$ cat config.mk
export PLATFORM = sky130hd
export DESIGN_NAME = pcg_share_ctrl_flat
export DESIGN_NICKNAME = d
export VERILOG_FILES = /design/src/rtl/pcg_share_ctrl_if.sv /design/src/rtl/pcg_share_ctrl.sv /design/src/flat_wrapper.sv
export SDC_FILE = /design/constraint.sdc
export NUM_CORES = 1
export LEC_CHECK = 0
export ABC_CLOCK_PERIOD_IN_PS = 4200
export CAP_MARGIN = 10
export CORE_MARGIN = 2
export CORE_UTILIZATION = 44
export CTS_BUF_LIST = sky130_fd_sc_hd__clkbuf_8
export DETAILED_ROUTE_END_ITERATION = 7
export GPL_TIMING_DRIVEN = 0
export PLACE_DENSITY_LB_ADDON = 0.2
export REMOVE_ABC_BUFFERS = 1
export SKIP_CTS_REPAIR_TIMING = 1
export SYNTH_ARGS = -nofsm -noshare
export SYNTH_HDL_FRONTEND = slang
export SYNTH_SLANG_ARGS = --single-unit
export TNS_END_PERCENT = 50
$ cat constraint.sdc
create_clock -name clk -period 4.2 [get_ports clk]
set_input_delay 0.42 -clock clk [delete_from_list [all_inputs] [get_ports clk]]
set_output_delay 0.42 -clock clk [all_outputs]
set_load 0.1 [all_outputs]
$ cat src/rtl/pcg_share_ctrl_if.sv
// Requester-side bus of pcg_share_ctrl: level requests in, one-hot grant
// plus the granted random word out.
interface pcg_share_ctrl_if #(
    parameter int unsigned N_REQ  = 4,
    parameter int unsigned DATA_W = 64
);
    logic [N_REQ-1:0]  req;
    logic [N_REQ-1:0]  gnt;
    logic [DATA_W-1:0] rnd_out;
    logic              rnd_valid;

    // requester side
    modport master (output req, input gnt, input rnd_out, input rnd_valid);
    // controller side
    modport slave  (input req, output gnt, output rnd_out, output rnd_valid);
endinterface

$ cat src/rtl/pcg_share_ctrl.sv
// pcg_share_ctrl: owns one PCG core, handles (re)seeding and flushing, and
// shares the core's word stream round-robin between N_REQ requesters so that
// every delivered word is unique (one core word per cycle, one grant max).
module pcg_share_ctrl #(
    parameter int unsigned N_REQ        = 4,
    parameter int unsigned DATA_W       = 64,
    parameter int unsigned PIPE_LAT     = 2,
    parameter int unsigned WARMUP       = 4,
    parameter logic [63:0] SEED_DEFAULT = 64'h853C_49E6_748F_EA9B
) (
    input  logic              clk,
    input  logic              rst,
    input  logic [63:0]       seed_in,
    input  logic              seed_load,
    output logic              core_rst,
    output logic [63:0]       core_seed,
    input  logic [DATA_W-1:0] core_data,
    output logic              busy,
    pcg_share_ctrl_if.slave   bus
);

    localparam int unsigned PTR_W     = (N_REQ > 1) ? $clog2(N_REQ) : 1;
    localparam int unsigned FLUSH_LEN = PIPE_LAT + WARMUP;
    localparam int unsigned CNT_W     = $clog2(FLUSH_LEN + 2);

    localparam logic [1:0] ST_CORE_RST = 2'd0;
    localparam logic [1:0] ST_FLUSH    = 2'd1;
    localparam logic [1:0] ST_SERVE    = 2'd2;

    logic [1:0]        state_q,    state_d;
    logic [CNT_W-1:0]  cnt_q,      cnt_d;
    logic              core_rst_q, core_rst_d;
    logic [63:0]       seed_q,     seed_d;
    logic [PTR_W-1:0]  ptr_q,      ptr_d;
    logic [N_REQ-1:0]  gnt_q,      gnt_d;
    logic [DATA_W-1:0] rnd_q,      rnd_d;
    logic              vld_q,      vld_d;

    logic              found;
    logic [PTR_W-1:0]  sel;
    logic [PTR_W-1:0]  cand;

    assign core_rst      = core_rst_q;
    assign core_seed     = seed_q;
    assign busy          = (state_q != ST_SERVE);
    assign bus.gnt       = gnt_q;
    assign bus.rnd_out   = rnd_q;
    assign bus.rnd_valid = vld_q;

    // Round-robin pick: first asserted request at or after the pointer, wrapping.
    always_comb begin
        found = 1'b0;
        sel   = '0;
        cand  = '0;
        for (int unsigned k = 0; k < N_REQ; k++) begin
            cand = PTR_W'((32'(ptr_q) + k) % N_REQ);
            if (!found && bus.req[cand]) begin
                found = 1'b1;
                sel   = cand;
            end
        end
    end

    // Sequencer: core reset -> flush -> serve; seed_load overrides everything.
    always_comb begin
        state_d    = state_q;
        cnt_d      = cnt_q;
        core_rst_d = core_rst_q;
        seed_d     = seed_q;
        ptr_d      = ptr_q;
        gnt_d      = '0;
        rnd_d      = '0;
        vld_d      = 1'b0;

        case (state_q)
            ST_CORE_RST: begin
                core_rst_d = 1'b0;
                if (cnt_q == CNT_W'(1)) begin
                    state_d    = ST_FLUSH;
                    cnt_d      = '0;
                    core_rst_d = 1'b1;
                end else begin
                    cnt_d = cnt_q + 1'b1;
                end
            end
            ST_FLUSH: begin
                if (cnt_q == CNT_W'(FLUSH_LEN - 1)) begin
                    state_d = ST_SERVE;
                    cnt_d   = '0;
                end else begin
                    cnt_d = cnt_q + 1'b1;
                end
            end
            ST_SERVE: begin
                if (found) begin
                    gnt_d[sel] = 1'b1;
                    rnd_d      = core_data;
                    vld_d      = 1'b1;
                    ptr_d      = (sel == PTR_W'(N_REQ - 1)) ? '0 : sel + 1'b1;
                end
            end
            default: begin
                state_d    = ST_CORE_RST;
                cnt_d      = '0;
                core_rst_d = 1'b0;
            end
        endcase

        // A reseed cancels any grant computed this cycle; pointer is kept.
        if (seed_load) begin
            seed_d     = seed_in;
            state_d    = ST_CORE_RST;
            cnt_d      = '0;
            core_rst_d = 1'b0;
            ptr_d      = ptr_q;
            gnt_d      = '0;
            rnd_d      = '0;
            vld_d      = 1'b0;
        end
    end

    // State and output registers, cleared asynchronously by rst.
    always_ff @(posedge clk or negedge rst) begin
        if (!rst) begin
            state_q    <= ST_CORE_RST;
            cnt_q      <= '0;
            core_rst_q <= 1'b0;
            seed_q     <= SEED_DEFAULT;
            ptr_q      <= '0;
            gnt_q      <= '0;
            rnd_q      <= '0;
            vld_q      <= 1'b0;
        end else begin
            state_q    <= state_d;
            cnt_q      <= cnt_d;
            core_rst_q <= core_rst_d;
            seed_q     <= seed_d;
            ptr_q      <= ptr_d;
            gnt_q      <= gnt_d;
            rnd_q      <= rnd_d;
            vld_q      <= vld_d;
        end
    end

endmodule

$ cat src/flat_wrapper.sv
// flat-port wrapper written by rule: the top's interface ports become plain ports
module pcg_share_ctrl_flat 
#(
    parameter int unsigned N_REQ        = 4,
    parameter int unsigned DATA_W       = 64,
    parameter int unsigned PIPE_LAT     = 2,
    parameter int unsigned WARMUP       = 4,
    parameter logic [63:0] SEED_DEFAULT = 64'h853C_49E6_748F_EA9B
)
  (clk, rst, seed_in, seed_load, core_rst, core_seed, core_data, busy, bus_req, bus_gnt, bus_rnd_out, bus_rnd_valid);
  pcg_share_ctrl_if #(.N_REQ(N_REQ), .DATA_W(DATA_W)) bus_i ();
  input  logic clk;
  input  logic rst;
  input  logic [63:0] seed_in;
  input  logic seed_load;
  output logic core_rst;
  output logic [63:0] core_seed;
  input  logic [DATA_W-1:0] core_data;
  output logic busy;
  input wire logic [$bits(bus_i.req)-1:0] bus_req;
  output wire logic [$bits(bus_i.gnt)-1:0] bus_gnt;
  output wire logic [$bits(bus_i.rnd_out)-1:0] bus_rnd_out;
  output wire logic [$bits(bus_i.rnd_valid)-1:0] bus_rnd_valid;
  assign bus_i.req = bus_req;
  assign bus_gnt = bus_i.gnt;
  assign bus_rnd_out = bus_i.rnd_out;
  assign bus_rnd_valid = bus_i.rnd_valid;
  pcg_share_ctrl #(.N_REQ(N_REQ), .DATA_W(DATA_W), .PIPE_LAT(PIPE_LAT), .WARMUP(WARMUP), .SEED_DEFAULT(SEED_DEFAULT)) u_core (.clk(clk), .rst(rst), .seed_in(seed_in), .seed_load(seed_load), .core_rst(core_rst), .core_seed(core_seed), .core_data(core_data), .busy(busy), .bus(bus_i));
endmodule
==> run metrics, run 1 <==
die height 113 µm; initial antenna violation count 0; area share of the largest cell type after synthesis 51.5%; Sw Share between 30 and 40%; Syn-to-layout area delta 64.1%; Starting DRT DRC Count between 100 and 150; global-route wire length before repair 21000 µm; port bufs roughly 270; Net count, final 763; yosys synthesis warning count 0; critical-path cell list inv_1 > ha_1 > inv_1 > clkdlybuf4s50_1; worst skew pair latency 0.45 ns; area of the multi-input gates 1520 µm²; Int Pwr roughly 0.0027 W; DRC errors left 0; count of final setup violators 0; critical path launch point type register; CP dominant cell by count inv_1; Final Skew 0.0120 ns; Lkg Pwr roughly 3.7 nW; nature of the critical path endpoint primary output; period utilization between 60% and 70%; Slew @ Worst Pin about 1.0 ns; final core occ between 70% and 80%; P_sw roughly 0.0016 W; maximum vdd drop between 0.3 and 0.4 mV; max cap viols 0; Total GRT Usage 22.0%; Post-DRT Antenna Nets 0; vias in the first global route a little under 4000; Ports between 200 and 300; clock power share between 20 and 30%; DR WL/cell 17.5 µm; Clock Tree Root clkbuf_8; max_slew headroom 30.6%; min-delay worst type reg -> reg; Critical Setup Path Class reg -> out; detailed placement HPWL 10000 µm; die area approximately 13000 µm²; layout cells sized above 1 ~22%; Worst R2R Path Depth 5; Comb pwr share 35.1%; flop and latch count out of synthesis 141; first drt pass iteration count 4; Row Count 39; total detailed-routing wirelength 13600 µm; Initial Utilization 45.3%; sequential power share between 30% and 40%; Longest Clk Path Bufs 2; drt via density 4.76; Core ar. around 11000 µm²; Synth area leader dfrtp_1; Hold Vio Cnt, Final 0; htree depth 4; grt ovf 0; CP peak stage delay around 1.2 ns; Setup WS post-layout 1.32 ns; CP arrival 2.46 ns; RSZ-0062 raised after global routing false; ant diodes 0; WHS Path Cells 1; fmax about 350 MHz; Req. time, crit path 3.78 ns; Netlist cell types 27; DIE WIDTH 113 µm; clk sinks 141; post-synthesis sequential area ratio between 60% and 70%; Slew Limit Fails 0; cts bufs inserted 17; Max stage delay cell, worst path clkdlybuf4s50_1; synth top area cells dfrtp_1 52%, dfstp_2 17%, mux2_2 14%; status finished, final reports clean; Fillers 753; Synth Area per Inst between 15 and 20 µm²; fin crit period roughly 2.9 ns; Register Area roughly 3600 µm²; CP max FO 5; power density cells a little over 500 nW/µm²; Worst-path clk slew ~0.070 ns; Post-Syn Instances roughly 340; global placement routability congestion between 0.7 and 0.8; TritonCTS clock tree done; post-synthesis cell area between 5000 and 6000 µm²; via count 3681; pre-CTS setup slack 1.44 ns; largest net degree at the start of global routing 76
## sequential cells by signal, summed over array words and instances (netlist names)
| name | count |
|---|---|
| u_core.core_seed | 64 |
| u_core.ptr_q | 2 |
| u_core.bus.rnd_out | 64 |
| u_core.bus.rnd_valid | 1 |
| u_core.core_rst | 1 |
| u_core.state_q | 2 |
| u_core.bus.gnt | 4 |
| u_core.cnt_q | 3 |
## metal layers
metal	track usage (%)	share of wire [%]	wire, µm
met3	11.7	12	1640
met1	23.8	36	4870
met2	36.3	49	6680
met4	8.86	2.8	384
met5	0	0	0
## synthesized netlist by cell type
library cell	n
mux2_2	65
mux2i_1	4
buf_2	8
nand2b_1	4
buf_4	1
o22a_1	2
ha_1	10
dfrtp_1	107
a2111o_1	1
a21oi_4	1
nor3_1	1
clkbuf_2	6
nor2b_1	1
a31oi_1	1
o21ai_1	1
o21ai_0	3
and3_1	1
dfstp_2	34
nand2_1	1
a21oi_1	3
nor4b_1	1
nand2b_4	1
o22ai_1	2
and2_1	68
inv_1	7
nor2_1	6
a311o_1	1
## cell type report
type,instances,area share (%)
flip-flops and latches,141,41.9
multi-input cells,178,17.9
well taps,143,2.10
repair buffers,273,32.5
clock inverters,13,2.29
inverters,7,0.308
clock buffers,19,3.07
## kinds of logic after synthesis
| group | count (synthesis) | share of synthesized area [%] |
|---|---|---|
| flops | 141 | 68.7 |
| simple gates | 84 | 9.94 |
| mux | 69 | 14.9 |
| buf+inv | 22 | 2.00 |
| compound gates | 15 | 2.09 |
| fa+ha+maj | 10 | 2.41 |
## path summary, 6_finish.rpt
kind                                            from               endpoint  slack [ns]
worst max-delay path               u_core.state_q[0]                   busy        1.32
worst min-delay path            u_core.core_seed[42]   u_core.core_seed[42]        0.50
worst max register to register     u_core.state_q[0]        u_core.ptr_q[1]        2.21
worst min register to register  u_core.core_seed[42]   u_core.core_seed[42]        0.50
max in group asynchronous                        rst  u_core.bus.rnd_out[7]        2.90
min in group asynchronous                        rst   u_core.core_seed[31]        0.53
## placed cells by master, fill, tap and decap left out, types with 6 or more instances in the layout
master	instances
dfstp_2	34
dfrtp_1	107
inv_1	8
clkbuf_8	19
ha_1	10
and2_1	68
nor2_1	6
clkdlybuf4s50_1	267
mux2_2	65
## stage by stage
stage / cells / total power [W] / cell area, µm² / setup TNS (ns) / hold slack, ns
6_report: 774 / 0.00432 / 8530 / 0 / 0.504
5_1_grt: 774 / 0.00449 / 8530 / 0 / 0.495
4_1_cts: 772 / 0.00435 / 8490 / 0 / -0.0496
3_5_place_dp: 740 / 0.00311 / 8040 / 0 / 0.448
3_3_place_gp: 738 / 0.00307 / 7990 / -323.68 / 0.489
2_1_floorplan: 326 / 0.00264 / 5120 / 0 / 0.124
## critical path, delay by kind of cell (launching register included)
family,cells,cell delay [ns]
buffers and inverters,3,1.35
adders and majority gates,1,0.28
DFF,1,0.37
## power groups by stage
stage	clock network (W)	registers, W	logic (W)
3_5_place_dp	0	0.00160	0.00151
5_1_grt	0.00132	0.00159	0.00158
6_report	0.00123	0.00157	0.00152
3_3_place_gp	0	0.00159	0.00148
4_1_cts	0.00126	0.00157	0.00152
2_1_floorplan	0	0.00236	0.000284
(Power assumes the default switching activity.)
==> inputs of run 2 (changes only) <==
--- a/config.mk
+++ b/config.mk
@@ -5,10 +5,10 @@
 export SDC_FILE = /design/constraint.sdc
 export NUM_CORES = 1
 export LEC_CHECK = 0
-export ABC_CLOCK_PERIOD_IN_PS = 4200
+export ABC_CLOCK_PERIOD_IN_PS = 2410
 export CAP_MARGIN = 10
 export CORE_MARGIN = 2
-export CORE_UTILIZATION = 44
+export CORE_UTILIZATION = 37
 export CTS_BUF_LIST = sky130_fd_sc_hd__clkbuf_8
 export DETAILED_ROUTE_END_ITERATION = 7
 export GPL_TIMING_DRIVEN = 0
==> constraint.sdc (replaced) <==
create_clock -name clk -period 2.41 [get_ports clk]
set_input_delay 0.241 -clock clk [delete_from_list [all_inputs] [get_ports clk]]
set_output_delay 0.241 -clock clk [all_outputs]
set_load 0.1 [all_outputs]
==> run 2 against run 1 <==
Wire length shrank 5.7%. Sequential share of layout area shrank 0.098 points. Setup slack lost 1.3 ns. Die area grew 18%. Cell count grew 4.7%. First-iteration DRC count shrank 6.0%. Combinational power grew 72%. Clock-buffer cell count shrank 2. Core utilization shrank 13 points. Sequential cell count is the same. Critical path type unchanged. Largest cell class unchanged. Largest power group unchanged.
==> run metrics, run 2 (synthesis results as in run 1) <==
status finished, final reports clean; Sum Neg Setup Slack 0 ns (unchanged); Critical Setup Path Class reg -> out; layout cells sized above 1 21.7% (+0.034 points); Fillers 1061 (+41%); final core occ 61.8% (-13 points); largest net degree at the start of global routing 84 (+11%); Lkg Pwr 3.84 nW (+3.4%); clk sinks 141 (unchanged); final instance area 8550 µm² (+0.23%); met1 WL 4750 µm (-2.6%); max cap viols 0 (unchanged); Initial Utilization 37.6% (-7.7 points); TritonCTS clock tree done; global-route wire length before repair 19500 µm (-7.3%); global placement routability congestion 0.772 (+1.2%); period utilization between 90% and 100%; Ports 270 (unchanged); power density cells 850 nW/µm² (+68%); detailed placement HPWL 9280 µm (-7.5%); Total GRT Usage 17.2% (-4.8 points); Worst-path clk slew 0.08 ns (about the same); worst skew pair latency 0.44 ns (about the same); area of the multi-input gates 1520 µm² (unchanged); Register Area 3570 µm² (unchanged); Longest Clk Path Bufs 2 (unchanged); critical-path cell list clkdlybuf4s50_1; nature of the critical path endpoint primary output; DRC errors left 0 (unchanged); Max stage delay cell, worst path clkdlybuf4s50_1; met2 WL 6030 µm (-9.7%); WL met3 1870 µm (+14%); Core ar. 13800 µm² (+21%); Placed Cells 777 (+5.0%); DIE WIDTH 123 µm (+8.7%); Clock Tree Root clkbuf_8; count of final setup violators 0 (unchanged); commonest non-fill, non-tap cell in the layout clkdlybuf4s50_1; hold slack 0.347 ns (-0.157 ns); DR WL/cell 15.8 µm (-9.9%); RSZ-0062 raised after global routing false; vias in the first global route 3854 (-3.1%); CP max FO 2 (-3); CP delay by family, top buffers and inverters; Hold Vio Cnt, Final 0 (unchanged); Syn-to-layout area delta 64.5%; max_slew headroom 30.4% (-0.16 points); Slew Limit Fails 0 (unchanged); die height 123 µm (+8.7%); first drt pass iteration count 4 (unchanged); fmax 426 MHz; ant diodes 0 (unchanged); min-delay worst type in -> async; Slew @ Worst Pin 1.04 ns (+0.00245 ns); initial antenna violation count 0 (unchanged); worst path buffer plus inverter count 1 (-2); fin crit period around 2.3 ns; cts bufs inserted 17 (unchanged); htree depth 4 (unchanged); Final Skew 0.0111 ns (-0.000887 ns); Starting DRT DRC Count 126 (-6.0%); Post-DRT Antenna Nets 0 (unchanged); most frequent cells in the layout 247 x clkdlybuf4s50_1, 107 x dfrtp_1, 68 x and2_1; Row Count 43 (+10%); critical path launch point type register; die area 15000 µm² (+18%); via count 3646 (-0.95%); CP arrival 2.11 ns (-0.35 ns); port bufs 269 (unchanged); top routing layer used met4; drt via density 4.50 (-5.4%); post-route insts no fill 810 (+4.7%); maximum vdd drop 0.394 mV (+17%); Post-DP Area 8080 µm² (+0.61%); Req. time, crit path 2.17 ns (-1.61 ns); CP peak stage delay 1.14 ns (about the same); Net count, final 762 (-0.13%); grt ovf 0 (unchanged); total detailed-routing wirelength 12800 µm (-5.7%)
==> run 2: changes by cell type in the layout (fill, tap and decap cells not counted), moves of 2 or more <==
cell / change
clkdlybuf4s50_1: -20
dlymetal6s2s_1: +20
clkinvlp_4: +3
bufinv_16: -2
clkbuf_8: -2
==> run 2: per-layer routing <==
metal	vias to the layer above	GRT usage [%]
li1	1678	-
met3	11	11.3
met2	201	27.3
met4	0	6.25
met1	1756	18.2
met5	-	0
==> run 2: cell type report <==
class / count / area share (%)
Clock buffer: 17 / 2.74
Clock inverter: 15 / 2.00
Inverter: 7 / 0.307
Multi-Input combinational cell: 178 / 17.8
Sequential cell: 141 / 41.8
Tap cell: 180 / 2.63
Timing Repair Buffer: 272 / 32.7
==> run 2: report_power, final <==
group / switching (W) / internal [W]
registers: 0.000112 / 0.00263
clock network: 0.000903 / 0.00102
logic: 0.00182 / 0.000784
total: 0.00284 / 0.00443
==> run 2: final timing paths <==
check | startpoint | end | slack, ns | cells past startpoint
setup / recovery | u_core.core_seed[11] | core_seed[11] | 0.06 | 1
setup reg to reg | u_core.state_q[0] | u_core.ptr_q[1] | 0.50 | 5
max in group asynchronous | rst | u_core.ptr_q[1] | 1.26 | 3
min in group clk | core_data[43] | u_core.bus.rnd_out[43] | 0.35 | 2
hold / removal | rst | u_core.core_seed[59] | 0.35 | 2
hold reg to reg | u_core.core_seed[5] | u_core.core_seed[5] | 0.51 | 1
==> run 2: through the flow <==
step                total power [W]  setup WS [ns]
CTS                         0.00736         -0.307
detailed placement          0.00541          0.195
global placement            0.00535          -4.33
finish                      0.00727         0.0605
floorplan                   0.00461          0.471
global route                0.00761        0.00104
